### src/rtl/ps2_host_tx.sv
// Host-to-device PS/2 transmitter: request-to-send, 11-bit frame clocked out by the
// device, ACK sampling and timeouts. Drives the pads through open-drain enables.
module ps2_host_tx #(
  parameter int INHIBIT_CYCLES = 6000,
  parameter int START_TIMEOUT  = 750000,
  parameter int XFER_TIMEOUT   = 100000
) (
  input  logic       clk,
  input  logic       reset,
  input  logic [7:0] tx_data,
  input  logic       tx_valid,
  output logic       tx_ready,
  output logic       busy,
  output logic       done,
  output logic       error,
  input  logic       ps2_clk_in,
  input  logic       ps2_dat_in,
  output logic       ps2_clk_oe,
  output logic       ps2_dat_oe
);

  localparam int MAX_AB = (START_TIMEOUT > XFER_TIMEOUT) ? START_TIMEOUT : XFER_TIMEOUT;
  localparam int MAX_T  = (MAX_AB > INHIBIT_CYCLES) ? MAX_AB : INHIBIT_CYCLES;
  localparam int TW     = $clog2(MAX_T + 1);

  localparam logic [TW-1:0] INH_LAST   = TW'(INHIBIT_CYCLES - 1);
  localparam logic [TW-1:0] START_LAST = TW'(START_TIMEOUT - 1);
  localparam logic [TW-1:0] XFER_LAST  = TW'(XFER_TIMEOUT - 1);

  typedef enum logic [2:0] {
    IDLE, INHIBIT, RTS, WAIT_DEV, SEND, ACK, WAIT_IDLE
  } state_t;

  state_t          state;
  logic            clk_s1, clk_s2, clk_prev;
  logic            dat_s1, dat_s2;
  logic            fall;
  logic [7:0]      shift_reg;
  logic            parity;
  logic [3:0]      bit_idx;
  logic [TW-1:0]   timer;
  logic            start_expired, xfer_expired, ack_missing, fail;

  // Frame bit presented after fall number k+1: data LSB first, odd parity, stop.
  function automatic logic frame_bit(input logic [7:0] d, input logic p, input logic [3:0] k);
    if (k < 4'd8)       return d[k[2:0]];
    else if (k == 4'd8) return p;
    else                return 1'b1;
  endfunction

  // Two-flop synchronisers; reset to the idle-bus level so no false fall appears.
  always_ff @(posedge clk) begin
    if (!reset) begin
      clk_s1   <= 1'b1;
      clk_s2   <= 1'b1;
      clk_prev <= 1'b1;
      dat_s1   <= 1'b1;
      dat_s2   <= 1'b1;
    end else begin
      clk_s1   <= ps2_clk_in;
      clk_s2   <= clk_s1;
      clk_prev <= clk_s2;
      dat_s1   <= ps2_dat_in;
      dat_s2   <= dat_s1;
    end
  end

  assign fall = clk_prev & ~clk_s2;

  always_ff @(posedge clk) begin
    if (state == IDLE && tx_valid) begin
      shift_reg <= tx_data;
      parity    <= ~^tx_data;
    end
  end

  assign start_expired = (state == WAIT_DEV) && !fall && (timer == START_LAST);
  assign xfer_expired  = (state == SEND || state == ACK || state == WAIT_IDLE) &&
                         (timer == XFER_LAST);
  assign ack_missing   = (state == ACK) && fall && dat_s2;
  assign fail          = start_expired | xfer_expired | ack_missing;

  always_ff @(posedge clk) begin
    if (!reset) begin
      state      <= IDLE;
      bit_idx    <= 4'd0;
      timer      <= '0;
      tx_ready   <= 1'b1;
      busy       <= 1'b0;
      done       <= 1'b0;
      error      <= 1'b0;
      ps2_clk_oe <= 1'b0;
      ps2_dat_oe <= 1'b0;
    end else begin
      done  <= 1'b0;
      error <= 1'b0;
      if (fail) begin
        error      <= 1'b1;
        ps2_clk_oe <= 1'b0;
        ps2_dat_oe <= 1'b0;
        tx_ready   <= 1'b1;
        busy       <= 1'b0;
        state      <= IDLE;
      end else begin
        case (state)
          IDLE: begin
            if (tx_valid) begin
              timer      <= '0;
              ps2_clk_oe <= 1'b1;
              ps2_dat_oe <= 1'b0;
              tx_ready   <= 1'b0;
              busy       <= 1'b1;
              state      <= INHIBIT;
            end
          end
          INHIBIT: begin
            if (timer == INH_LAST) begin
              ps2_dat_oe <= 1'b1;
              state      <= RTS;
            end else begin
              timer <= timer + TW'(1);
            end
          end
          RTS: begin
            ps2_clk_oe <= 1'b0;
            timer      <= '0;
            state      <= WAIT_DEV;
          end
          WAIT_DEV: begin
            // The first device fall already shifts out data bit 0.
            if (fall) begin
              ps2_dat_oe <= ~shift_reg[0];
              bit_idx    <= 4'd1;
              timer      <= '0;
              state      <= SEND;
            end else begin
              timer <= timer + TW'(1);
            end
          end
          SEND: begin
            timer <= timer + TW'(1);
            if (fall) begin
              ps2_dat_oe <= ~frame_bit(shift_reg, parity, bit_idx);
              bit_idx    <= bit_idx + 4'd1;
              if (bit_idx == 4'd9) state <= ACK;
            end
          end
          ACK: begin
            timer <= timer + TW'(1);
            if (fall) begin
              ps2_dat_oe <= 1'b0;
              state      <= WAIT_IDLE;
            end
          end
          WAIT_IDLE: begin
            timer <= timer + TW'(1);
            if (clk_s2 && dat_s2) begin
              done     <= 1'b1;
              tx_ready <= 1'b1;
              busy     <= 1'b0;
              state    <= IDLE;
            end
          end
          default: begin
            ps2_clk_oe <= 1'b0;
            ps2_dat_oe <= 1'b0;
            tx_ready   <= 1'b1;
            busy       <= 1'b0;
            state      <= IDLE;
          end
        endcase
      end
    end
  end

endmodule

### config.mk
export PLATFORM = sky130hd
export DESIGN_NAME = ps2_host_tx
export DESIGN_NICKNAME = d
export VERILOG_FILES = /design/src/rtl/ps2_host_tx.sv
export SDC_FILE = /design/constraint.sdc
export NUM_CORES = 1
export LEC_CHECK = 0
export BUFFER_PORTS_ARGS = -buffer_cell sky130_fd_sc_hd__buf_2
export CORE_MARGIN = 3
export CORE_UTILIZATION = 50
export CTS_BUF_LIST = sky130_fd_sc_hd__clkbuf_8
export DETAILED_ROUTE_END_ITERATION = 8
export PLACE_DENSITY = 0.64
export SKIP_CTS_REPAIR_TIMING = 1
export SLEW_MARGIN = 15
export SYNTH_ARGS = -nofsm -noshare
export SYNTH_HDL_FRONTEND = slang
export SYNTH_SLANG_ARGS = --single-unit
### constraint.sdc
create_clock -name clk -period 4.6 [get_ports clk]
set_input_delay 0.69 -clock clk [delete_from_list [all_inputs] [get_ports clk]]
set_output_delay 0.69 -clock clk [all_outputs]
set_load 0.01 [all_outputs]
# [Yosys cells after proc, flatten, opt, wreduce, memory -nomap -nowiden]
# Cells that the tools add are included.
[totals] wordCells=114 reg_bits=47
[classes] addsub=2 order_cmp=2 n_mux=37 bitwise=12 n_eq_ne=19 n_reduce_logical=26
[ops] operator="one-hot mux 20 bit (5 select lines)" count=1
[ops] operator="2-to-1 mux 20 bit" count=3
[ops] operator="2-to-1 mux 3 bit" count=7
[ops] operator="one-hot mux 3 bit (7 select lines)" count=1
[ops] operator="adder 20 x 1 -> 20 bit, second input constant" count=1
[ops] operator="== test 20 x 13 -> 1 bit, second input constant" count=1
[ops] operator="== test 20 x 17 -> 1 bit, second input constant" count=1
[ops] operator="== test 20 bit, second input constant" count=1
[ops] operator="2-to-1 mux 1 bit" count=17
[ops] operator="inequality test 2 bit, second input constant" count=6
[ops] operator="OR reduction 5 bit" count=2
[ops] operator="== test 3 bit, second input constant" count=3
[ops] operator="NOT 1 bit" count=9
[ops] operator="== test 4 bit, second input constant" count=2
[ops] operator="2-to-1 mux 4 bit" count=2
[ops] operator="one-hot mux 4 bit (2 select lines)" count=1
[ops] operator="AND reduction 4 bit" count=2
[ops] operator="XNOR reduction 8 bit" count=1
[ops] operator="logical AND 1 bit" count=7
[ops] operator="AND reduction 7 bit" count=1
[ops] operator="== test 3 x 2 -> 1 bit, second input constant" count=2
[ops] operator="one-hot mux 1 bit (3 select lines)" count=2
[ops] operator="one-hot mux 1 bit (6 select lines)" count=1
[ops] operator="AND reduction 6 bit" count=1
[ops] operator="18 further kinds" count=23

# [Depth between registers and ports, before layout]
[depth] depth_word=12 mapped_depth=10

# [Worst setup path after synthesis]
# Ideal clock, no wire load.
[synth_path] kind="flip-flop to flip-flop" startpoint="register timer[0]" endpoint="register timer[13]" required_time_ns=4.541 setup_ns=0.059 slack_ns=2.402 period_less_slack_ns=2.198 stages_incl_launch_ff=10 arrival_ns=2.139 path_cell_list="dfxtp_1 > ha_1 > and4_1 > nand4_1 > o211ai_1 > or3_1 > buf_2 > buf_6 > or4_1 > nand2_1"
[synth_via] elab_chain_len=6 elab_cells_between_ends=14 cone_classes="1 x add/sub; 4 x eq/ne; 3 x mux; 3 x bitwise; 3 x reduce/logical"
[synth_lines] item="start, declared" line_no="41" text="logic [TW-1:0] timer;"
[synth_lines] item="start signal, assigned" line_no="121" text="timer <= timer + TW'(1);"
[synth_lines] item="start signal, assigned" line_no="137" text="timer <= timer + TW'(1);"
[synth_lines] item="start signal, assigned" line_no="141" text="timer <= timer + TW'(1);"
[synth_lines] item="parallel branches: the longest is 6 deep, another holds adder 20 x 1 -> 20 bit"
# Several ways; the timed one is not identified. The select of a mux whose other input is x is not followed.
# A chain may end at the register's enable or synchronous reset.

# [Worst setup path after layout]
[layout_path] startpoint="register state[2]" endpoint="register timer[19]"
[layout_via] elab_chain_len=8 elab_cells_between_ends=23 cone_classes="8 x eq/ne; 1 x mux; 3 x bitwise; 11 x reduce/logical"
[layout_lines] item="start, declared" line_no="34" text="state_t state;"
[layout_lines] item="start signal, assigned" line_no="85" text="state <= IDLE;"
[layout_lines] item="start signal, assigned" line_no="103" text="state <= IDLE;"
[layout_lines] item="start signal, assigned" line_no="113" text="state <= INHIBIT;"
[layout_lines] item="== test 3 bit, on equally long branches" line_no="78, 105, 80"
[layout_lines] item="logical OR 1 bit (2 in a row)" line_no="78" text="assign xfer_expired = (state == SEND || state == ACK || state == WAIT_IDLE) &&"
[layout_lines] item="logical AND 1 bit" line_no="78"
[layout_lines] item="bitwise OR 1 bit (2 in a row)" line_no="81" text="assign fail = start_expired | xfer_expired | ack_missing;"
[layout_lines] item="NOT 1 bit (no line)"
[layout_lines] item="AND reduction 4 bit (no line)"
# Several ways; a longest one is shown, not always the timed one.

==> results.txt <==
- Status: complete, no violations
- After detailed routing, the number of remaining DRC violations is 0.
- Switching fraction of total power: 27.6%
- At the later pin of the worst-skew pair, clock insertion delay measures 0.30 ns.
- Leaving out fill and tap cells, the most frequent cell in the layout is sky130_fd_sc_hd__dfxtp_1.
* Max Cap Viol: 0
- Among all flip-flop cells after synthesis, the most frequent one is sky130_fd_sc_hd__dfxtp_1.
- Number of CTS-inserted buffers: 5
- Fraction of layout instances using a drive strength above 1: 11.5%
* Logic gate share of total power: 16.3%
- GPL Wtd Cong: 0.871
- After synthesis, the netlist uses 51 different library cells.
- The number of slew-limit violations in the final report came to 0.
- Worst-path clk slew: 0.09 ns
* Grt ovf: 0
- Syn-to-layout area delta: 9.65%
* Switching power: 0.256 mW
* P per Cell Area: 338 nW/um2
* Starting density of the core: 52.3%
- For the final database, setup skew stands at 0.00780 ns.
- Portion of total power attributed to the clock network: 33.6%
- The number of global-route vias before repair is 1968.
- Counting the fill cells in the layout gives 461.
* Vias: 2184
* Global Route Usage Sum: 19.8%
- Area used by sequential logic in the layout: 1030 um2
* DIE WIDTH: 76.7 um
* Multi-input gate area: 1380 um2
* Worst slew pin tran: 0.964 ns
* Global-route wire length before repair: 9470 um
* Final count of hold timing violations: 0
- In this run the clock root is driven by a sky130_fd_sc_hd__clkbuf_8.
- TritonCTS built the clock tree.
- Launching element type of the critical path: flop
* Drt initial violations: 126
- Achievable clock frequency: 350 MHz
* Layout net count: 321
- Across all register-to-register paths, the minimum setup slack is 1.74 ns.
* Final Cycle Share: 62.2%
- Worst endpoint required time: 4.84 ns
* TNS Setup: 0 ns
* Cell area reported after detailed placement: 2630 um2
* Number of antenna violations at the first check in global routing: 0
- For this run, the number of Yosys warnings is 0.
- Vias per std cell: 5.87
* Leakage power summed over all cells: 0.920 nW
- Entering global routing, the biggest net connects 34 pins.
* Total clock sinks: 47
- Once detailed placement completed, the half-perimeter wirelength came to 3880 um.
* Number of core rows: 25
* Ant. Diodes: 0
- Counting every net in the synthesized netlist gives 307.
- The finished cells cover 2740 um2.
- The setup path with the least slack is of type flop to flop.
- The first TritonRoute pass finished after 5 iterations.
- In this run the number of H-tree levels came out at 2.
- WL/cell: 14.7 um
* Post-synthesis instance total: 290
- Biggest fanout along the worst timing path: 33
- Fraction of synthesis flops using an asynchronous set or reset pin: 0%
* Die area: 5890 um2
- EDFF count, synth: 9
- The share of total power dissipated in sequential elements is 50.1%.
- Arrival @ worst endpoint: 3.10 ns
* Kind of capture point of the worst setup path: flop
- Internal Power: 0.672 mW
* Area of the placeable core: 4790 um2
- Top library cells by usage in the layout, fill and taps aside: sky130_fd_sc_hd__dfxtp_1 (38), sky130_fd_sc_hd__nand2_1 (30), sky130_fd_sc_hd__a21oi_1 (21), sky130_fd_sc_hd__nand3_1 (20), sky130_fd_sc_hd__buf_2 (18)
* Deepest clock path buffer count: 2
- Hold WC Path Type: flop to flop
- Setup violations remaining at the end of the flow were counted as 0.
* Sequential cell area fraction in the yosys report: 41.2%
- Port-buffer cells: 18
- Synth Area per Inst: 8.63 um2
- Synthesized area: 2500 um2
- Worst relative slew slack: 35.7%
* Number of flip-flops in the largest register: 20
- Number of synthesized register bits: 47
* RSZ-0062 raised after global routing: false
- Once detail routing completed, the nets flagged for antenna violations numbered 0.
* Floorplan die height: 76.7 um
- Final WL: 5470 um
- The worst path in the final design needs a cycle of 2.86 ns, including I/O delays and setup.
- During I/O placement, the number of pins put on the boundary was 19.
- Across the VDD grid, the largest voltage drop is 0.000199 V.
kinds of logic after synthesis:
family,share of synthesized area (%)
flops,41.2
compound gates,16.7
xor+xnor,3.15
buf+inv,3.60
fa+ha+maj,2.00
simple gates,31.6
mux,1.80
per-layer routing:
metal  GRT usage [%]  vias up  part of all wire (%)
met3            4.23        6                   4.4
met4            6.88        0                   1.2
met5               0        -                     0
met2            29.4       40                    43
met1            28.3     1025                    51
li1                -     1113                     -
through the flow:
stage	utilization, %	power [mW]	instances	setup slack (ns)	hold slack (ns)
after global placement	54.9	0.624	364	1.84	0.392
after floorplan	-	0.587	290	2.40	0.386
after global routing	57.3	0.979	372	1.47	0.457
final	57.3	0.928	372	1.74	0.416
after CTS	57.3	0.939	372	1.75	0.420
after detailed placement	54.9	0.626	364	1.77	0.397
power by group through the flow:
stage | Sequential, mW | Clock (mW) | Combinational (mW)
2_1_floorplan | 0.470 | 0 | 0.118
3_3_place_gp | 0.474 | 0 | 0.150
3_5_place_dp | 0.475 | 0 | 0.151
4_1_cts | 0.465 | 0.322 | 0.152
5_1_grt | 0.470 | 0.337 | 0.172
6_report | 0.465 | 0.312 | 0.151
worst max-delay path, stage by stage (launching register included):
cell                      delay (ns)
sky130_fd_sc_hd__dfxtp_1        0.81
sky130_fd_sc_hd__and2b_4        0.30
sky130_fd_sc_hd__nand3_1        0.08
sky130_fd_sc_hd__nor4_1         0.07
sky130_fd_sc_hd__or3_1          0.75
sky130_fd_sc_hd__or4_1          0.63
sky130_fd_sc_hd__a21oi_1        0.15
cells in the mapped netlist (2+ instances only):
cell | n | area, um2
sky130_fd_sc_hd__xnor2_1 | 8 | 70.1
sky130_fd_sc_hd__and2_1 | 2 | 12.5
sky130_fd_sc_hd__nand4_1 | 5 | 31.3
sky130_fd_sc_hd__and3_1 | 3 | 18.8
sky130_fd_sc_hd__nor3_1 | 12 | 60.1
sky130_fd_sc_hd__and4_1 | 2 | 17.5
sky130_fd_sc_hd__dfxtp_1 | 38 | 761
sky130_fd_sc_hd__o21ai_1 | 5 | 25.0
sky130_fd_sc_hd__a31oi_1 | 5 | 31.3
sky130_fd_sc_hd__a21o_1 | 2 | 15.0
sky130_fd_sc_hd__nor4_1 | 6 | 37.5
sky130_fd_sc_hd__a21oi_1 | 21 | 105
sky130_fd_sc_hd__buf_2 | 3 | 15.0
sky130_fd_sc_hd__o211ai_1 | 8 | 60.1
sky130_fd_sc_hd__or3_1 | 7 | 43.8
sky130_fd_sc_hd__nand3b_1 | 3 | 22.5
sky130_fd_sc_hd__edfxtp_1 | 9 | 270
sky130_fd_sc_hd__nor4bb_1 | 2 | 20.0
sky130_fd_sc_hd__nand2b_1 | 9 | 56.3
sky130_fd_sc_hd__o31ai_1 | 4 | 30.0
sky130_fd_sc_hd__o22ai_1 | 4 | 25.0
sky130_fd_sc_hd__ha_1 | 4 | 50.1
sky130_fd_sc_hd__nand2_1 | 30 | 113
sky130_fd_sc_hd__o21a_1 | 2 | 15.0
sky130_fd_sc_hd__nor2_1 | 15 | 56.3
sky130_fd_sc_hd__nor2b_1 | 3 | 18.8
sky130_fd_sc_hd__or2_2 | 2 | 12.5
sky130_fd_sc_hd__or4_1 | 8 | 60.1
sky130_fd_sc_hd__o21ai_0 | 8 | 40.0
sky130_fd_sc_hd__inv_1 | 7 | 26.3
sky130_fd_sc_hd__nand3_1 | 20 | 100
sky130_fd_sc_hd__nand4b_1 | 3 | 26.3
sky130_fd_sc_hd__clkbuf_1 | 8 | 30.0
sky130_fd_sc_hd__mux4_2 | 2 | 45.0
sky130_fd_sc_hd__nor3b_1 | 4 | 30.0
path summary, 6_finish.rpt:
check,from,cells after the start,to
hold reg to reg,clk_s1,1,clk_s2
setup / recovery,state[2],6,timer[19]
hold / removal,clk_s1,1,clk_s2
setup reg to reg,state[2],6,timer[19]
cell type report:
cell class,count,area share (%)
well taps,67,3.06
multi-input cells,223,50.3
flip-flops and latches,47,37.6
repair buffers,20,3.83
clock inverters,3,1.73
inverters,7,0.958
clock buffers,5,2.51
Note: power is estimated with default switching activity, not from simulation.
